$ cat config.mk
export PLATFORM = sky130hd
export DESIGN_NAME = load_align_unit
export DESIGN_NICKNAME = d
export VERILOG_FILES = /design/src/rtl/load_align_unit.sv
export SDC_FILE = /design/constraint.sdc
export NUM_CORES = 1
export LEC_CHECK = 0
export BUFFER_PORTS_ARGS = -buffer_cell sky130_fd_sc_hd__buf_2
export CAP_MARGIN = 10
export CORE_MARGIN = 3
export CORE_UTILIZATION = 60
export CTS_BUF_LIST = sky130_fd_sc_hd__clkbuf_4 sky130_fd_sc_hd__clkbuf_8
export DETAILED_ROUTE_END_ITERATION = 7
export PLACE_DENSITY = 0.91
export SYNTH_ARGS = -nofsm -noshare
export SYNTH_HDL_FRONTEND = slang
export SYNTH_SLANG_ARGS = --single-unit
$ cat constraint.sdc
create_clock -name clk -period 4.6 [get_ports clk]
set_input_delay 0.23 -clock clk [delete_from_list [all_inputs] [get_ports clk]]
set_output_delay 0.23 -clock clk [all_outputs]
set_load 0.03 [all_outputs]
$ cat src/rtl/load_align_unit.sv
// Sequenced load unit: issues word-aligned reads, splits boundary-crossing loads
// into two beats, and returns the extracted, sign/zero-extended result over a handshake.

module load_align_lane #(
  parameter int LANE = 0
) (
  input  logic [7:0] byte_in,
  input  logic [3:0] size_bytes,
  input  logic       fill,
  output logic [7:0] byte_out
);
  localparam logic [3:0] LANE_IDX = 4'(LANE);

  // Lanes beyond the access size carry the extension fill.
  assign byte_out = (LANE_IDX < size_bytes) ? byte_in : {8{fill}};
endmodule

module load_align_unit #(
  parameter int XLEN        = 32,
  parameter int ADDR_W      = 32,
  parameter bit MISALIGN_EN = 1'b1
) (
  input  logic              clk,
  input  logic              rst_n,
  input  logic              req_valid,
  output logic              req_ready,
  input  logic [ADDR_W-1:0] req_addr,
  input  logic [2:0]        req_funct3,
  input  logic [4:0]        req_rd,
  output logic              mem_req,
  input  logic              mem_gnt,
  output logic [ADDR_W-1:0] mem_addr,
  input  logic              mem_rvalid,
  input  logic [XLEN-1:0]   mem_rdata,
  output logic              rsp_valid,
  input  logic              rsp_ready,
  output logic [XLEN-1:0]   rsp_data,
  output logic [4:0]        rsp_rd,
  output logic              rsp_fault
);
  localparam int B     = XLEN / 8;
  localparam int OFF_W = $clog2(B);
  localparam logic [ADDR_W-1:0] STRIDE = ADDR_W'(B);

  typedef enum logic [2:0] {IDLE, RD0, WAIT0, RD1, WAIT1, RESP} state_t;

  typedef struct packed {
    logic [ADDR_W-1:0] addr;
    logic [2:0]        funct3;
    logic [4:0]        rd;
  } req_t;

  state_t          state, state_nxt;
  req_t            cap_q;
  logic            cross_q;
  logic [XLEN-1:0] lo_q;

  // Request decode, evaluated on the incoming request in IDLE
  logic [OFF_W-1:0] in_off;
  logic [4:0]       in_size;
  logic             in_cross, in_illegal, in_fault;

  assign in_off     = req_addr[OFF_W-1:0];
  assign in_size    = 5'd1 << req_funct3[1:0];
  assign in_cross   = (5'(in_off) + in_size) > 5'(B);
  assign in_illegal = (req_funct3 == 3'b111) ||
                      ((XLEN == 32) && ((req_funct3 == 3'b011) || (req_funct3 == 3'b110)));
  assign in_fault   = in_illegal || (in_cross && !MISALIGN_EN);

  logic [ADDR_W-1:0] addr_aligned;
  assign addr_aligned = {cap_q.addr[ADDR_W-1:OFF_W], {OFF_W{1'b0}}};

  always_ff @(posedge clk or negedge rst_n) begin
    if (!rst_n) state <= IDLE;
    else        state <= state_nxt;
  end

  always_comb begin
    state_nxt = state;
    req_ready = 1'b0;
    mem_req   = 1'b0;
    mem_addr  = '0;
    rsp_valid = 1'b0;
    case (state)
      IDLE: begin
        req_ready = rst_n;
        if (req_valid) state_nxt = in_fault ? RESP : RD0;
      end
      RD0: begin
        mem_req  = 1'b1;
        mem_addr = addr_aligned;
        if (mem_gnt) state_nxt = WAIT0;
      end
      WAIT0: if (mem_rvalid) state_nxt = cross_q ? RD1 : RESP;
      RD1: begin
        mem_req  = 1'b1;
        mem_addr = addr_aligned + STRIDE;
        if (mem_gnt) state_nxt = WAIT1;
      end
      WAIT1: if (mem_rvalid) state_nxt = RESP;
      RESP: begin
        rsp_valid = 1'b1;
        if (rsp_ready) state_nxt = IDLE;
      end
      default: state_nxt = IDLE;
    endcase
  end

  // Extraction: the second beat supplies the high word; single beat uses zero.
  logic [XLEN-1:0]  lo_sel, hi_sel, shifted, ext;
  logic [OFF_W-1:0] off_q;
  logic [3:0]       size_q;
  logic             sign_bit, fill;

  assign lo_sel  = (state == WAIT1) ? lo_q : mem_rdata;
  assign hi_sel  = (state == WAIT1) ? mem_rdata : '0;
  assign off_q   = cap_q.addr[OFF_W-1:0];
  assign size_q  = 4'd1 << cap_q.funct3[1:0];
  assign shifted = XLEN'({hi_sel, lo_sel} >> {off_q, 3'b000});

  always_comb begin
    sign_bit = shifted[7];
    case (cap_q.funct3[1:0])
      2'd0:    sign_bit = shifted[7];
      2'd1:    sign_bit = shifted[15];
      default: sign_bit = shifted[31];
    endcase
  end

  assign fill = !cap_q.funct3[2] && sign_bit;

  for (genvar j = 0; j < B; j++) begin : g_lane
    load_align_lane #(.LANE(j)) u_lane (
      .byte_in   (shifted[8*j +: 8]),
      .size_bytes(size_q),
      .fill      (fill),
      .byte_out  (ext[8*j +: 8])
    );
  end

  always_ff @(posedge clk or negedge rst_n) begin
    if (!rst_n) begin
      cap_q     <= '0;
      cross_q   <= 1'b0;
      lo_q      <= '0;
      rsp_data  <= '0;
      rsp_rd    <= '0;
      rsp_fault <= 1'b0;
    end else begin
      case (state)
        IDLE: if (req_valid) begin
          cap_q   <= '{addr: req_addr, funct3: req_funct3, rd: req_rd};
          cross_q <= in_cross;
          if (in_fault) begin
            rsp_data  <= '0;
            rsp_rd    <= req_rd;
            rsp_fault <= 1'b1;
          end
        end
        WAIT0: if (mem_rvalid) begin
          lo_q <= mem_rdata;
          if (!cross_q) begin
            rsp_data  <= ext;
            rsp_rd    <= cap_q.rd;
            rsp_fault <= 1'b0;
          end
        end
        WAIT1: if (mem_rvalid) begin
          rsp_data  <= ext;
          rsp_rd    <= cap_q.rd;
          rsp_fault <= 1'b0;
        end
        default: ;
      endcase
    end
  end
endmodule

Yosys cells after proc, flatten, opt, wreduce, memory -nomap -nowiden
Cells that the tools add are included.
{"block": "word_totals", "reg_bits": 114, "input_bits": 78, "output_inout_bits": 73, "word_cells": 86}
{"block": "classes", "addsub": 2, "order_cmp": 5, "eq_ne": 17, "shifts": 3, "muxes": 38, "n_reduce_logical": 12}
{"cell": "$mux W32", "n": 7}
{"cell": "$pmux W32 S3", "n": 1}
{"cell": "$pmux W32 S2", "n": 1}
{"cell": "$shr A64 B5 Y32", "n": 1}
{"cell": "$add A32 B3 Y32 const B", "n": 1}
{"cell": "$mux W8", "n": 4}
{"cell": "$mux W5", "n": 5}
{"cell": "$mux W3", "n": 8}
{"cell": "$pmux W3 S6", "n": 1}
{"cell": "$ne A2 B2 Y1 const B", "n": 8}
{"cell": "$pmux W5 S3", "n": 1}
{"cell": "$eq A3 B3 Y1 const B", "n": 4}
{"cell": "$reduce_and A6 Y1", "n": 2}
{"cell": "$eq A3 B2 Y1 const B", "n": 3}
{"cell": "$lt A1 B4 Y1 const A", "n": 2}
{"cell": "$lt A2 B4 Y1 const A", "n": 2}
{"cell": "$mux W1", "n": 8}
{"cell": "$add A2 B5 Y5", "n": 1}
{"cell": "$gt A5 B3 Y1 const B", "n": 1}
{"cell": "$shl A1 B2 Y5 const A", "n": 1}
{"cell": "$reduce_and A2 Y1", "n": 2}
{"cell": "$shl A1 B2 Y4 const A", "n": 1}
{"cell": "$eq A3 B1 Y1 const B", "n": 1}
{"cell": "$logic_not A3 Y1", "n": 1}
{"cell": "9 further kinds", "n": 10}

Depth between registers and ports, before layout
Gate-level depths: netlist of run 1.
{"block": "depth", "ltp_word": 9, "depth_mapped": 9, "depth_no_buf": 7}

Hierarchy
Synthesis of run 1 repeated with hierarchy kept, for this count alone.
{"block": "unflattened", "hier_cells": 752, "area_unflattened_um2": 7557.2}
{"mod": "load_align_unit", "instances": 1, "cells_per_inst": 693, "area_each_um2": 7045.5, "seq_area_each_um2": 2852.7}
{"mod": "load_align_lane at g_lane[0].u_lane", "instances": 1, "cells_per_inst": 10, "area_each_um2": 142.6, "seq_area_each_um2": 0.0}
{"mod": "load_align_lane at g_lane[2].u_lane", "instances": 1, "cells_per_inst": 10, "area_each_um2": 140.1, "seq_area_each_um2": 0.0}
{"mod": "load_align_lane at g_lane[1].u_lane", "instances": 1, "cells_per_inst": 21, "area_each_um2": 138.9, "seq_area_each_um2": 0.0}
{"mod": "load_align_lane at g_lane[3].u_lane", "instances": 1, "cells_per_inst": 18, "area_each_um2": 90.1, "seq_area_each_um2": 0.0}

Worst setup path after synthesis of run 1
No wires, ideal clock.
{"block": "synth_timing", "kind": "flip-flop to output port", "start": "reg state[1]", "end": "out mem_addr[13]", "t_arrival_ps": 1993, "required_ps": 4370, "slack_ps": 2377, "stages_incl_launch_ff": 7, "n_path_buf": 1, "cell_sequence": "dfrtp_1 buf_4 and3_1 nor3b_1 nand3_1 xor2_1 nor2_1"}
{"block": "synth_between", "elab_chain_cells": 2, "word_cells_on_any_way": 3, "classes_between": "eq/ne: 2; mux: 1"}
{"item": "start: declaration", "line": "53", "source": "state_t state, state_nxt;"}
{"item": "start signal: assignment", "line": "75", "source": "else state <= state_nxt;"}
{"item": "$eq A3 B2 Y1 / $eq A3 B1 Y1 (equally long branches)", "line": "84", "source": "case (state)"}
{"item": "$pmux W32 S2 *", "line": "84"}
{"item": "end: declaration", "line": "32", "source": "output logic [ADDR_W-1:0] mem_addr,"}
Mark *: on every way between the ends. The rest lies on a longest branch, timed or not.

Worst setup path after layout of run 1
Same ends and word-level chain as after synthesis.

==> out/metrics.yaml, run 1 <==
status: "finished clean"
synth-main-ff-cell: "dfrtp_1"
io_buffers: 148
gp_congestion: 0.9213
start_util: 0.6324
irDropWorstVdd_mv: 0.5095
grt_overflow_total: 0
hp-class: "input port to flip-flop"
drt_iter0_markers: 691
areaGrowthSynthToFinish_pct: 18.97
final_util: 0.7524
maxCapViolCount: 0
drive_gt1_frac: 0.3591
synth-edff-count: 0
dieArea_mm2: 0.01243
cts_made_buffers: 17
mostFrequentLayoutCells: "buf_2 (147), dfrtp_1 (113), mux2_2 (86)"
cts-resized-gates: 0
rr_startpoint: "state[1]"
postSynthAreaPerCell_um2: 10.21
startpoint_type: "flip-flop"
worstMarginPinSlew_ns: 1.285
h-tree-depth: 4
powerDensity_mw_per_mm2: 743.3
holdPathStages: 2
path_cells: "and3_1, nor3b_1, nand3_1, xor2_1, nor2_1, buf_2"
worstSetupPathType: "flip-flop to output pin"
clk_pin_slew_ns: 0.07
netlist_area_mm2: 0.006675
min_from: "req_addr[13]"
min_period_ns: 3.277
crit_path_max_fanout: 24
min_period_over_period: 0.7124
cts_root_buffer: "clkbuf_8"
crit_path_end_kind: "output pin"
ant_nets: 0
row_count: 37
slew_viol_final: 0
drc: 0
fill_cells: 668
placed_area_mm2: 0.007428
hold_viol: 0
layout.cells.most_common: "buf_2"
path_depth: 6
num_io_pins: 151
core_area_mm2: 0.01056
grt_pass1_vias: 5890
clockBufferDepth: 2
synth_seq_cells: 114
cts_tree: "yes"
via_per_inst: 6.388
ff2ff_path_depth: 6
clock_skew_ns: 0.01276
clk_latency_ns: 0.44
dp_hpwl_mm: 12.97
maxSlewHeadroom: 0.1436
crit_family: "simple AND/OR/NAND/NOR gates"
grt_pass1_wl_mm: 30.35
die_w_um: 111.5
setup_violations: 0
synth_cells: 654
required_ns: 4.37
critPathLaunch: "state[1]"
crit_arrival_ns: 3.05
leakage_nw: 3.644
synth.area.top_cells: "dfrtp_1 (43%), mux2_2 (15%), mux2i_1 (4.8%), nand2_1 (3.8%), mux4_2 (3.0%)"
synth_seq_area_share: 0.4274
cp_slowest_cell: "dfrtp_1"
yosys.area.top_type: "dfrtp_1"
async_reset_ff_frac: 1.000
cp_num_buf_inv: 1
rsz0062_at_grt: "no"
antenna_found_initial: 2
max_stage_delay_ns: 0.86
finalPower_mw: 5.903
finalInstanceArea_mm2: 0.007941
synth.distinct_cells: 56
cts_num_sinks: 114
timing.fmax_mhz: 305.1
dieHeight_um: 111.5
fin_tns_setup_ns: 0
postRouteWirelength_mm: 18.95
groute.usage.overall: 0.3018
dr.pass1.iters: 7
final_nets: 872
vias: 6005
synth_top_area_frac: 0.4274
ys_warn_count: 0
wl_per_cell_um: 20.16
grt_max_degree: 67
## where the power goes
group	switching, mW	leakage [nW]	internal, mW
clock	0.416	0.235	0.713
sequential	0.500	1.41	1.46
combinational	1.70	2.00	1.11
## path summary, 6_finish.rpt
kind	slack [ns]	endpoint
min in group asynchronous	0.42	addr_aligned[8]
max reg2reg	1.63	rsp_data[12]
min reg2reg	0.49	rsp_fault
min	0.01	addr_aligned[13]
max in group asynchronous	2.98	lo_q[2]
max	1.32	mem_addr[13]
## layout make-up
| cell class | count | area, um^2 | area share |
|---|---|---|---|
| Multi-Input combinational cell | 479 | 3533 | 0.4449 |
| Clock buffer | 23 | 304.0 | 0.03829 |
| Clock inverter | 8 | 173.9 | 0.02190 |
| Tap cell | 136 | 170.2 | 0.02143 |
| Timing Repair Buffer | 158 | 825.8 | 0.1040 |
| Inverter | 20 | 75.07 | 0.009453 |
| Sequential cell | 114 | 2854 | 0.3594 |
| Antenna cell | 2 | 5.005 | 0.0006302 |
## state kept, by name, indices dropped and copies added, names as in the netlist
register / count
rsp_rd: 5
state: 3
rsp_data: 32
addr_aligned: 30
lo_q: 32
cross_q: 1
rsp_fault: 1
cap_q: 10
## synth_stat cells, types with 2 or more instances
master and instances:
and2_1 11, a21o_1 2, a21oi_1 12, clkbuf_1 18
dfrtp_1 114, mux2_2 86, ha_1 3, xnor2_1 4
inv_1 19, o21ai_0 38, o221ai_1 7, nor3b_1 4
mux4_2 9, xor2_1 15, buf_4 8, o311a_1 7
nor2_1 41, or3_1 5, nor2b_1 5, nand2_1 68
a222oi_1 5, buf_1 4, and4_1 4, o21ai_1 18
or4_1 4, and3_1 5, o211ai_1 12, nand3_1 33
buf_2 10, nand4_1 11, a31oi_1 3, o31a_1 7
mux2i_1 32, nor3_1 7, a32oi_1 2
## layer usage
metal	vias to the layer above	wire [um]	track usage
li1	2652	-	-
met3	67	1986	0.09620
met2	371	8969	0.4785
met1	2913	7340	0.3912
met4	2	645	0.1119
met5	-	7	0
## repair_timing
item                                   4_1_cts  5_1_grt
hold buffers                                 3        0
buffers inserted                             0        0
endpoints found under the hold margin       66        0
setup endpoints to repair                    0        0
## kinds of logic after synthesis
kind of cell / after synthesis / share of synthesized area
buffers and inverters: 62 / 0.04405
xor gates and xnor gates: 19 / 0.02493
and+or+nand+nor: 203 / 0.1475
AOI/OAI and AO/OA: 124 / 0.1235
muxes: 127 / 0.2234
adders and majority gates: 4 / 0.008623
other: 1 / 0.0005618
DFF: 114 / 0.4274
## metrics by stage
step | setup slack, ns | instances | hold slack, ns
floorplan | 2.377 | 655 | -0.06559
global placement | 1.872 | 904 | 0.3725
detailed placement | 1.684 | 904 | 0.3840
CTS | 1.363 | 938 | 0.008854
global route | 1.209 | 939 | 0.004065
finish | 1.323 | 940 | 0.01383
## worst register-to-register path: cells and delay by family (launching register included)
| kind | cells | cell delay [ns] |
|---|---|---|
| buffers and inverters | 1 | 0.56 |
| flip-flops | 1 | 0.67 |
| multiplexers | 1 | 0.38 |
| AO/OA/AOI/OAI | 3 | 0.88 |
| AND/OR/NAND/NOR | 1 | 0.33 |
Note: power is estimated with default switching activity, not from simulation.
==> inputs of run 2 (changes only) <==
--- a/config.mk
+++ b/config.mk
@@ -8,10 +8,10 @@
 export BUFFER_PORTS_ARGS = -buffer_cell sky130_fd_sc_hd__buf_2
 export CAP_MARGIN = 10
 export CORE_MARGIN = 3
-export CORE_UTILIZATION = 60
+export CORE_UTILIZATION = 51
 export CTS_BUF_LIST = sky130_fd_sc_hd__clkbuf_4 sky130_fd_sc_hd__clkbuf_8
 export DETAILED_ROUTE_END_ITERATION = 7
-export PLACE_DENSITY = 0.91
+export PLACE_DENSITY = 0.83
 export SYNTH_ARGS = -nofsm -noshare
 export SYNTH_HDL_FRONTEND = slang
 export SYNTH_SLANG_ARGS = --single-unit
==> constraint.sdc (replaced) <==
create_clock -name clk -period 2.6 [get_ports clk]
set_input_delay 0.13 -clock clk [delete_from_list [all_inputs] [get_ports clk]]
set_output_delay 0.13 -clock clk [all_outputs]
set_load 0.03 [all_outputs]
==> out/metrics.yaml, run 2 (synthesis gave the netlist of run 1 again) <==
clk_pin_slew_ns: 0.06
irDropWorstVdd_mv: 0.9142
maxCapViolCount: 0
postRouteWirelength_mm: 20.30
crit_path_max_fanout: 23
grt_overflow_total: 0
hp-class: "input port to flip-flop"
startpoint_type: "flip-flop"
rr_startpoint: "state[2]"
dieArea_mm2: 0.01450
row_count: 41
num_io_pins: 151
worstSetupPathType: "flip-flop to output pin"
grt_pass1_vias: 6205
gp_congestion: 0.9010
min_period_over_period: 0.9743
antenna_cells: 0
vias: 6344
whs_ns: 0.03418
via_per_inst: 5.991
min_period_ns: 2.533
grt_max_degree: 78
final_nets: 957
dr.pass1.iters: 6
areaGrowthSynthToFinish_pct: 32.35
cts_num_sinks: 114
place_ws_ns: 0.2610
seqCellArea_mm2: 0.002858
stdcell_count: 1059
drc: 0
groute.usage.overall: 0.2827
leakage_nw: 4.022
core_area_mm2: 0.01272
powerDensity_mw_per_mm2: 1206
dieHeight_um: 120.4
start_util: 0.5247
multiInputGateArea_mm2: 0.003547
cts_made_buffers: 17
clockBufferDepth: 2
dp_hpwl_mm: 12.78
ant_nets: 0
drive_gt1_frac: 0.3529
min_from: "mem_rdata[0]"
maxSlewHeadroom: 0.3416
critPathLaunch: "state[1]"
mostFrequentLayoutCells: "buf_2 (146), dfrtp_1 (110), mux2_2 (86)"
worstMarginPinSlew_ns: 0.9833
layout.cells.most_common: "buf_2"
crit_path_end_kind: "output pin"
crit_arrival_ns: 2.40
wl_per_cell_um: 19.17
setup_violations: 0
grt_pass1_wl_mm: 32.41
hold_viol: 0
antenna_found_initial: 0
slew_viol_final: 0
status: "finished clean"
drt_iter0_markers: 512
clock_skew_ns: 0.01201
die_w_um: 120.4
setup_ws_ns: 0.06689
fill_cells: 904
cts_root_buffer: "clkbuf_8"
h-tree-depth: 4
cts_tree: "yes"
io_buffers: 148
clk_latency_ns: 0.44
final_util: 0.6944
dp.cells: 952
required_ns: 2.47
timing.fmax_mhz: 394.8
-- run 2: layer usage --
metal / up-vias / GRT usage / share of wire
li1: 2848 / - / -
met1: 3048 / 0.3737 / 0.40
met2: 397 / 0.4460 / 0.48
met3: 51 / 0.06782 / 0.094
met4: 0 / 0.1225 / 0.029
met5: - / 0 / 0
-- run 2: path summary, 6_finish.rpt --
check	to	slack, ns	cells after the start
min in group asynchronous	lo_q[21]	0.22	2
worst max register to register	rsp_data[13]	0.27	6
worst max-delay path	mem_addr[29]	0.07	7
worst min register to register	rsp_data[2]	0.48	2
worst min-delay path	lo_q[0]	0.03	2
max in group asynchronous	cap_q[8]	1.56	3
-- run 2: final cells by class --
class | instances | share of cell area
inverter | 20 | 0.008497
clock buffer | 22 | 0.03356
multi-input combinational | 479 | 0.4015
tap | 172 | 0.02436
sequential | 114 | 0.3235
timing repair buffer | 243 | 0.1886
clock inverter | 9 | 0.01997
-- run 2: critical path, cell delays in order (launching register included) --
cell and delay, ns:
dfrtp_1 0.39, buf_8 0.19, and4_1 0.24, and3_2 0.25, nand3_1 0.12, or3_1 0.36
a21oi_1 0.21, buf_4 0.20
-- run 2: stage by stage --
step | area (um^2) | power (mW) | TNS (ns)
after floorplan | 6679 | 6.996 | 0
after global placement | 7589 | 8.252 | 0
after detailed placement | 7589 | 8.349 | 0
after CTS | 8767 | 10.44 | 0
after global routing | 8835 | 11.26 | -0.1087
final | 8835 | 10.66 | 0
-- run 2: report_power, final --
group	switching (mW)	leakage [nW]	internal, mW
clock	0.723	0.238	1.25
combinational	3.14	2.38	2.15
sequential	0.797	1.40	2.59
-- run 2: repair_timing --
action	in CTS	in global routing
setup buffers	2	4
pin swaps	1	3
endpoints found under the setup margin	5	19
gates resized for setup	0	11
hold buffers	69	1
hold endpoints to repair	110	1
